--- src/rtl/histo_pkg.sv ---
// Shared state encoding and default sizes for the histogram readout path.
package histo_pkg;

  localparam int unsigned HISTO_BIN_W  = 10;
  localparam int unsigned HISTO_NBINS  = 1024;
  localparam int unsigned HISTO_DATA_W = 24;
  localparam int unsigned HISTO_TX_W   = HISTO_BIN_W + HISTO_DATA_W;

  typedef enum logic [2:0] {
    S_IDLE    = 3'd0,
    S_ARMED   = 3'd1,
    S_ACCUM   = 3'd2,
    S_RD_ADDR = 3'd3,
    S_RD_WAIT = 3'd4,
    S_SEND    = 3'd5,
    S_CLEAR   = 3'd6
  } histo_state_e;

endpackage

--- src/rtl/histo_readout_ctrl_frame_edge_det.sv ---
// Rise/fall detector for the synchronous sensor frame gate.
module frame_edge_det (
  input  logic clk,
  input  logic reset,
  input  logic frame_valid,
  output logic rise_c,
  output logic fall_c
);

  logic fv_d;
  logic primed;

  // First sample after reset only primes fv_d, so a gate already high is not a rise.
  always_ff @(posedge clk) begin
    if (reset) begin
      fv_d   <= 1'b0;
      primed <= 1'b0;
    end else begin
      fv_d   <= frame_valid;
      primed <= 1'b1;
    end
  end

  assign rise_c = primed & frame_valid & ~fv_d;
  assign fall_c = primed & ~frame_valid & fv_d;

endmodule

--- src/rtl/histo_readout_ctrl.sv ---
// Frame-gated histogram sequencer: accumulate one frame, stream every bin, then clear the RAM.
module histo_readout_ctrl
  import histo_pkg::*;
#(
  parameter int unsigned BIN_W  = HISTO_BIN_W,
  parameter int unsigned NBINS  = HISTO_NBINS,
  parameter int unsigned DATA_W = HISTO_DATA_W,
  parameter int unsigned RD_LAT = 2
) (
  input  logic                    clk,
  input  logic                    reset,
  input  logic                    enable,
  input  logic                    frame_valid,
  input  logic [DATA_W-1:0]       rd_data,
  output logic [BIN_W-1:0]        bin,
  output logic                    hist_accum_en,
  output logic                    hist_clr,
  output logic [BIN_W+DATA_W-1:0] tx_data,
  output logic                    tx_valid,
  input  logic                    tx_ready,
  output logic                    tx_last,
  output logic                    busy,
  output logic [15:0]             frames_dropped,
  output logic [2:0]              state_dbg
);

  localparam int unsigned LAT_W  = 2;
  localparam int unsigned DROP_W = 16;
  localparam logic [BIN_W-1:0] LAST_BIN = BIN_W'(NBINS - 1);
  localparam logic [LAT_W-1:0] LAT_LOAD = LAT_W'(RD_LAT - 1);

  histo_state_e     state;
  histo_state_e     state_nxt;
  logic [LAT_W-1:0] lat_cnt;
  logic             rise_c;
  logic             fall_c;
  logic             last_bin_c;
  logic             drop_c;

  frame_edge_det u_edge (
    .clk        (clk),
    .reset      (reset),
    .frame_valid(frame_valid),
    .rise_c     (rise_c),
    .fall_c     (fall_c)
  );

  assign last_bin_c = (bin == LAST_BIN);
  assign drop_c     = rise_c & (state inside {S_RD_ADDR, S_RD_WAIT, S_SEND, S_CLEAR});

  // Gate opens in the rise cycle itself so the first line of pixels is counted.
  assign hist_accum_en = ((state == S_ARMED) & rise_c) | ((state == S_ACCUM) & frame_valid);

  // Next-state decision.
  always_comb begin
    state_nxt = state;
    unique case (state)
      S_IDLE:    if (enable) state_nxt = S_ARMED;
      S_ARMED:   if (rise_c) state_nxt = S_ACCUM;
      S_ACCUM:   if (fall_c) state_nxt = S_RD_ADDR;
      S_RD_ADDR: state_nxt = S_RD_WAIT;
      S_RD_WAIT: if (lat_cnt == '0) state_nxt = S_SEND;
      S_SEND:    if (tx_ready) state_nxt = last_bin_c ? S_CLEAR : S_RD_ADDR;
      S_CLEAR:   if (hist_clr && last_bin_c) state_nxt = S_IDLE;
      default:   state_nxt = S_IDLE;
    endcase
  end

  // State register, bin walk, read-latency counter and tx register.
  always_ff @(posedge clk) begin
    if (reset) begin
      state          <= S_CLEAR;
      bin            <= '0;
      lat_cnt        <= '0;
      hist_clr       <= 1'b0;
      tx_data        <= '0;
      tx_valid       <= 1'b0;
      tx_last        <= 1'b0;
      busy           <= 1'b0;
      frames_dropped <= '0;
      state_dbg      <= '0;
    end else begin
      state     <= state_nxt;
      busy      <= (state_nxt != S_IDLE);
      state_dbg <= state_nxt;

      if (drop_c && (frames_dropped != '1)) frames_dropped <= frames_dropped + DROP_W'(1);

      unique case (state)
        S_ACCUM: if (fall_c) bin <= '0;
        S_RD_ADDR: lat_cnt <= LAT_LOAD;
        S_RD_WAIT: begin
          if (lat_cnt == '0) begin
            tx_data  <= {bin, rd_data};
            tx_valid <= 1'b1;
            tx_last  <= last_bin_c;
          end else begin
            lat_cnt <= lat_cnt - LAT_W'(1);
          end
        end
        S_SEND: begin
          if (tx_ready) begin
            tx_valid <= 1'b0;
            tx_last  <= 1'b0;
            if (last_bin_c) begin
              bin      <= '0;
              hist_clr <= 1'b1;
            end else begin
              bin <= bin + BIN_W'(1);
            end
          end
        end
        // Coming out of reset, hist_clr is low: spend one cycle raising it before walking.
        S_CLEAR: begin
          if (!hist_clr) begin
            hist_clr <= 1'b1;
          end else if (last_bin_c) begin
            hist_clr <= 1'b0;
            bin      <= '0;
          end else begin
            bin <= bin + BIN_W'(1);
          end
        end
        default: ;
      endcase
    end
  end

endmodule

--- config.mk ---
export PLATFORM = sky130hd
export DESIGN_NAME = histo_readout_ctrl
export DESIGN_NICKNAME = d
export VERILOG_FILES = /design/src/rtl/histo_pkg.sv /design/src/rtl/histo_readout_ctrl_frame_edge_det.sv /design/src/rtl/histo_readout_ctrl.sv
export SDC_FILE = /design/constraint.sdc
export NUM_CORES = 1
export LEC_CHECK = 0
export ABC_AREA = 1
export BUFFER_PORTS_ARGS = -buffer_cell sky130_fd_sc_hd__buf_2
export CORE_MARGIN = 2
export CORE_UTILIZATION = 50
export DETAILED_ROUTE_END_ITERATION = 10
export GPL_ROUTABILITY_DRIVEN = 0
export MAX_ROUTING_LAYER = met4
export PLACE_DENSITY = 0.77
export RECOVER_POWER = 100
export SLEW_MARGIN = 20
export SYNTH_ARGS = -nofsm -noshare
export SYNTH_HDL_FRONTEND = slang
export SYNTH_SLANG_ARGS = --single-unit
--- constraint.sdc ---
create_clock -name clk -period 3.1 [get_ports clk]
set_input_delay 0.465 -clock clk [delete_from_list [all_inputs] [get_ports clk]]
set_output_delay 0.465 -clock clk [all_outputs]
set_load 0.03 [all_outputs]
==> metrics.md <==
| Metric | Value |
|---|---|
| Status | finished, violations left |
| Failing checks | max-capacitance violations, max-slew violations |
| Worst-path fanout max | 15 |
| Synth Instances | 489 |
| Via/cell ratio | 5.026 |
| Input/output buffers | 96 |
| Pwr dens | about 800 nW/um^2 |
| Die W | 86.35 um |
| Filler Cells Inserted | 670 |
| Top cells by area, synth | dfxtp_1 (43%), nand2_1 (17%), a21oi_1 (8.4%) |
| N_diodes | 0 |
| F_max | 0.4462 GHz |
| Clock tree buffer depth | 2 |
| Core region area | 6681 sq um |
| GRT Total Usage | 0.2206 |
| Met1 usage in global routing | 0.2741 |
| Hold_buf cts | 0 |
| Post-Synth Simple-Gate Area | 0.3339 |
| Resized Gates After CTS | 0 |
| Skew final | 0.009702 ns |
| Placed Instances | 650 |
| Crit share post-route | 0.7229 |
| Max VDD drop | 0.3564 mV |
| CTS sink count | 73 |
| Setup repair bufs after CTS | 0 |
| Fin nets | 613 |
| Met2 Use GR | 0.3601 |
| Slew headroom | -0.4956 |
| Clk slew on worst S/H paths | 0.08 ns |
| Post-synthesis adder-cell area fraction | 0.01107 |
| Crit. End Element | register |
| Antenna Violating Nets Remaining | 0 |
| Post-synth EDFFs | 0 |
| Min-Delay Endpoint | tx_data[23] |
| Hold path depth | 3 |
| Via count | 3347 |
| FF-to-FF End | frames_dropped[10] |
| Slowest cell on crit path | nand4_1 |
| Synthesized area per cell | between 6 and 7 sq um |
| Area leader, netlist | dfxtp_1 |
| Largest family of logic cells by synthesized area | simple AND/OR/NAND/NOR gates |
| Global-route wire length before repair | 12940 um |
| Share of cells above drive strength 1 | 0.1058 |
| Post-synthesis mux area share | 0 |
| Seq cells post-synth | 73 |
| Critical path type | reg2reg |
| Design Area, Final | 4011 sq um |
| HP Start | rd_data[23] |
| Post-synth top cells | nand2_1 (156), dfxtp_1 (73), a21oi_1 (57) |
| Synth-to-Final Area Change | 18.30% |
| H-tree levels | 3 |
| Count leader, synth | nand2_1 |
| Area post-placement | about 4000 sq um |
| Initial core utilization | 0.5075 |
| Final Hold Viols | 0 |
| Vias in the first global route | 2914 |
| RSZ-0062 raised after global routing | no |
| Total CTS buffers | 9 |
| Yosys cell types | 31 |
| Finished Layout Cells | 666 |
| Drt pass-1 iters | 4 |
| Xor/xnor share of the synthesized area | 0.02066 |
| Worst min path class | in2reg |
| Main synth FF type | dfxtp_1 |
| Worst-Skew Late Latency | 0.34 ns |
| Syn Nets | 521 |
| Row cnt | 30 |
| Io pins | 97 |
| Tightest Pin Transition | 2.243 ns |
| CP startpoint kind | register |
| R2r startpoint | frames_dropped[1] |
| Async SR Flop Fraction | 0 |
| Tmin final | 2.241 ns |
| Initial antenna violation count | 0 |
| Root Driver | clkbuf_8 |
| CTS tree | built |
| DRC | 0 |
| Worst-path cell chain | ha_1, nand3_1, nor2_1, nand4_1, nand2_4, nand2_1, a21oi_1 |
| Max-Cap Viols | 1 |
| Compound-Gate Fraction of Synth Area | 0.1292 |
| Max Slew Vio Count | 50 |
| Pin count of the biggest net entering global routing | 50 |
| Setup_tns | 0 ns |
| Slowest cell delay on critical path | approximately 0.46 ns |
| Overflow left after global routing | 0 |
| Static leakage | 1.566 nW |
| Worst reg2reg path depth | 7 |
| Seq/Total Area, Yosys | 0.4310 |
| Gr busiest metal | met2 |
| Yosys top cell area share | 0.4310 |
| Drt wl/cell | 12.28 um |
| Finish-stage setup viols | 0 |
| DP HPWL | 5774 um |
| Worst R2R Setup Slack | 0.86 ns |
| Mapped Area | roughly 3400 sq um |
| Worst EP arrival | 2.49 ns |
| Die span in y | 86.35 um |
| WP data required | 3.34 ns |
| Routed WL | between 8000 and 9000 um |
| Initial DRC count | 193 |
| Die Area | between 7000 and 8000 sq um |
| GRT met3 Usage | 0.03714 |
| YS warnings | 0 |
[kinds of logic after synthesis]
family | Yosys count
buffers and inverters | 60
adder cells (fa/ha/maj) | 3
AO/OA/AOI/OAI | 84
flip-flops | 73
AND/OR/NAND/NOR | 261
XOR/XNOR | 8
[power breakdown]
group	internal, mW	switching (mW)	leakage, nW
logic	0.280	0.869	0.859
registers	1.10	0.109	0.594
clock network	0.478	0.365	0.113
[final cells by class]
class	count	area, sq um	area share
Clock buffer	10	137.6	0.03431
Clock inverter	6	90.09	0.02246
Inverter	42	157.7	0.03930
Multi-Input combinational cell	356	1653	0.4120
Sequential cell	73	1461	0.3643
Timing Repair Buffer	99	411.6	0.1026
Tap cell	80	100.1	0.02495
[worst max-delay path: cells and delay by family, from the launching register on]
family	cells	cell delay, ns
adder cells (fa/ha/maj)	1	0.27
AO/OA/AOI/OAI	1	0.15
flip-flops	1	0.40
AND/OR/NAND/NOR	5	1.32
[metrics by stage]
step           power [mW]    util  worst slack [ns]  hold slack (ns)
6_report            3.202  0.6004            0.8590           0.3579
5_1_grt             3.395  0.6004            0.6604           0.3594
2_1_floorplan       2.148       -             1.220           0.4391
4_1_cts             3.259  0.6178             1.027           0.3522
3_3_place_gp        2.399  0.5837             1.271           0.4487
3_5_place_dp        2.419  0.5837             1.245           0.4543
[registers in the layout, summed over array words and instances (netlist names)]
name            cells
state               2
state_dbg           3
tx_last             1
tx_data            34
lat_cnt             2
busy                1
bin                10
frames_dropped     16
u_edge.fv_d         1
tx_valid            1
hist_clr            1
u_edge.primed       1
[cell usage in the layout (no fill, tap or decap), types with 3 or more instances in the layout]
cell / Yosys / final
a21oi_1: 57 / 57
a21oi_2: 3 / 3
buf_2: 6 / 28
clkbuf_1: 8 / 69
clkbuf_8: 0 / 10
dfxtp_1: 73 / 73
ha_1: 3 / 3
inv_1: 39 / 39
inv_2: 3 / 3
nand2_1: 156 / 156
nand3_1: 34 / 34
nand3b_1: 3 / 3
nand4_1: 6 / 7
nor2_1: 47 / 49
o21ai_0: 20 / 20
xor2_1: 6 / 6
[worst max path at each step]
stage	startpoint	end	slack, ns	cells past startpoint
after floorplan	frame_valid	hist_accum_en	1.22	3
final	frames_dropped[1]	frames_dropped[10]	0.86	7
after CTS	state[2]	hist_accum_en	1.03	5
after global routing	state_dbg[0]	tx_data[28]	0.66	6
after global placement	frame_valid	hist_accum_en	1.27	5
after detailed placement	frame_valid	bin[9]	1.25	9
[metal layers]
layer,up-vias,routed length (um)
li1,1746,-
met1,1484,3656
met2,108,3902
met3,9,505
met4,0,112
met5,-,0
No activity file was read; power rests on OpenSTA's default activity.
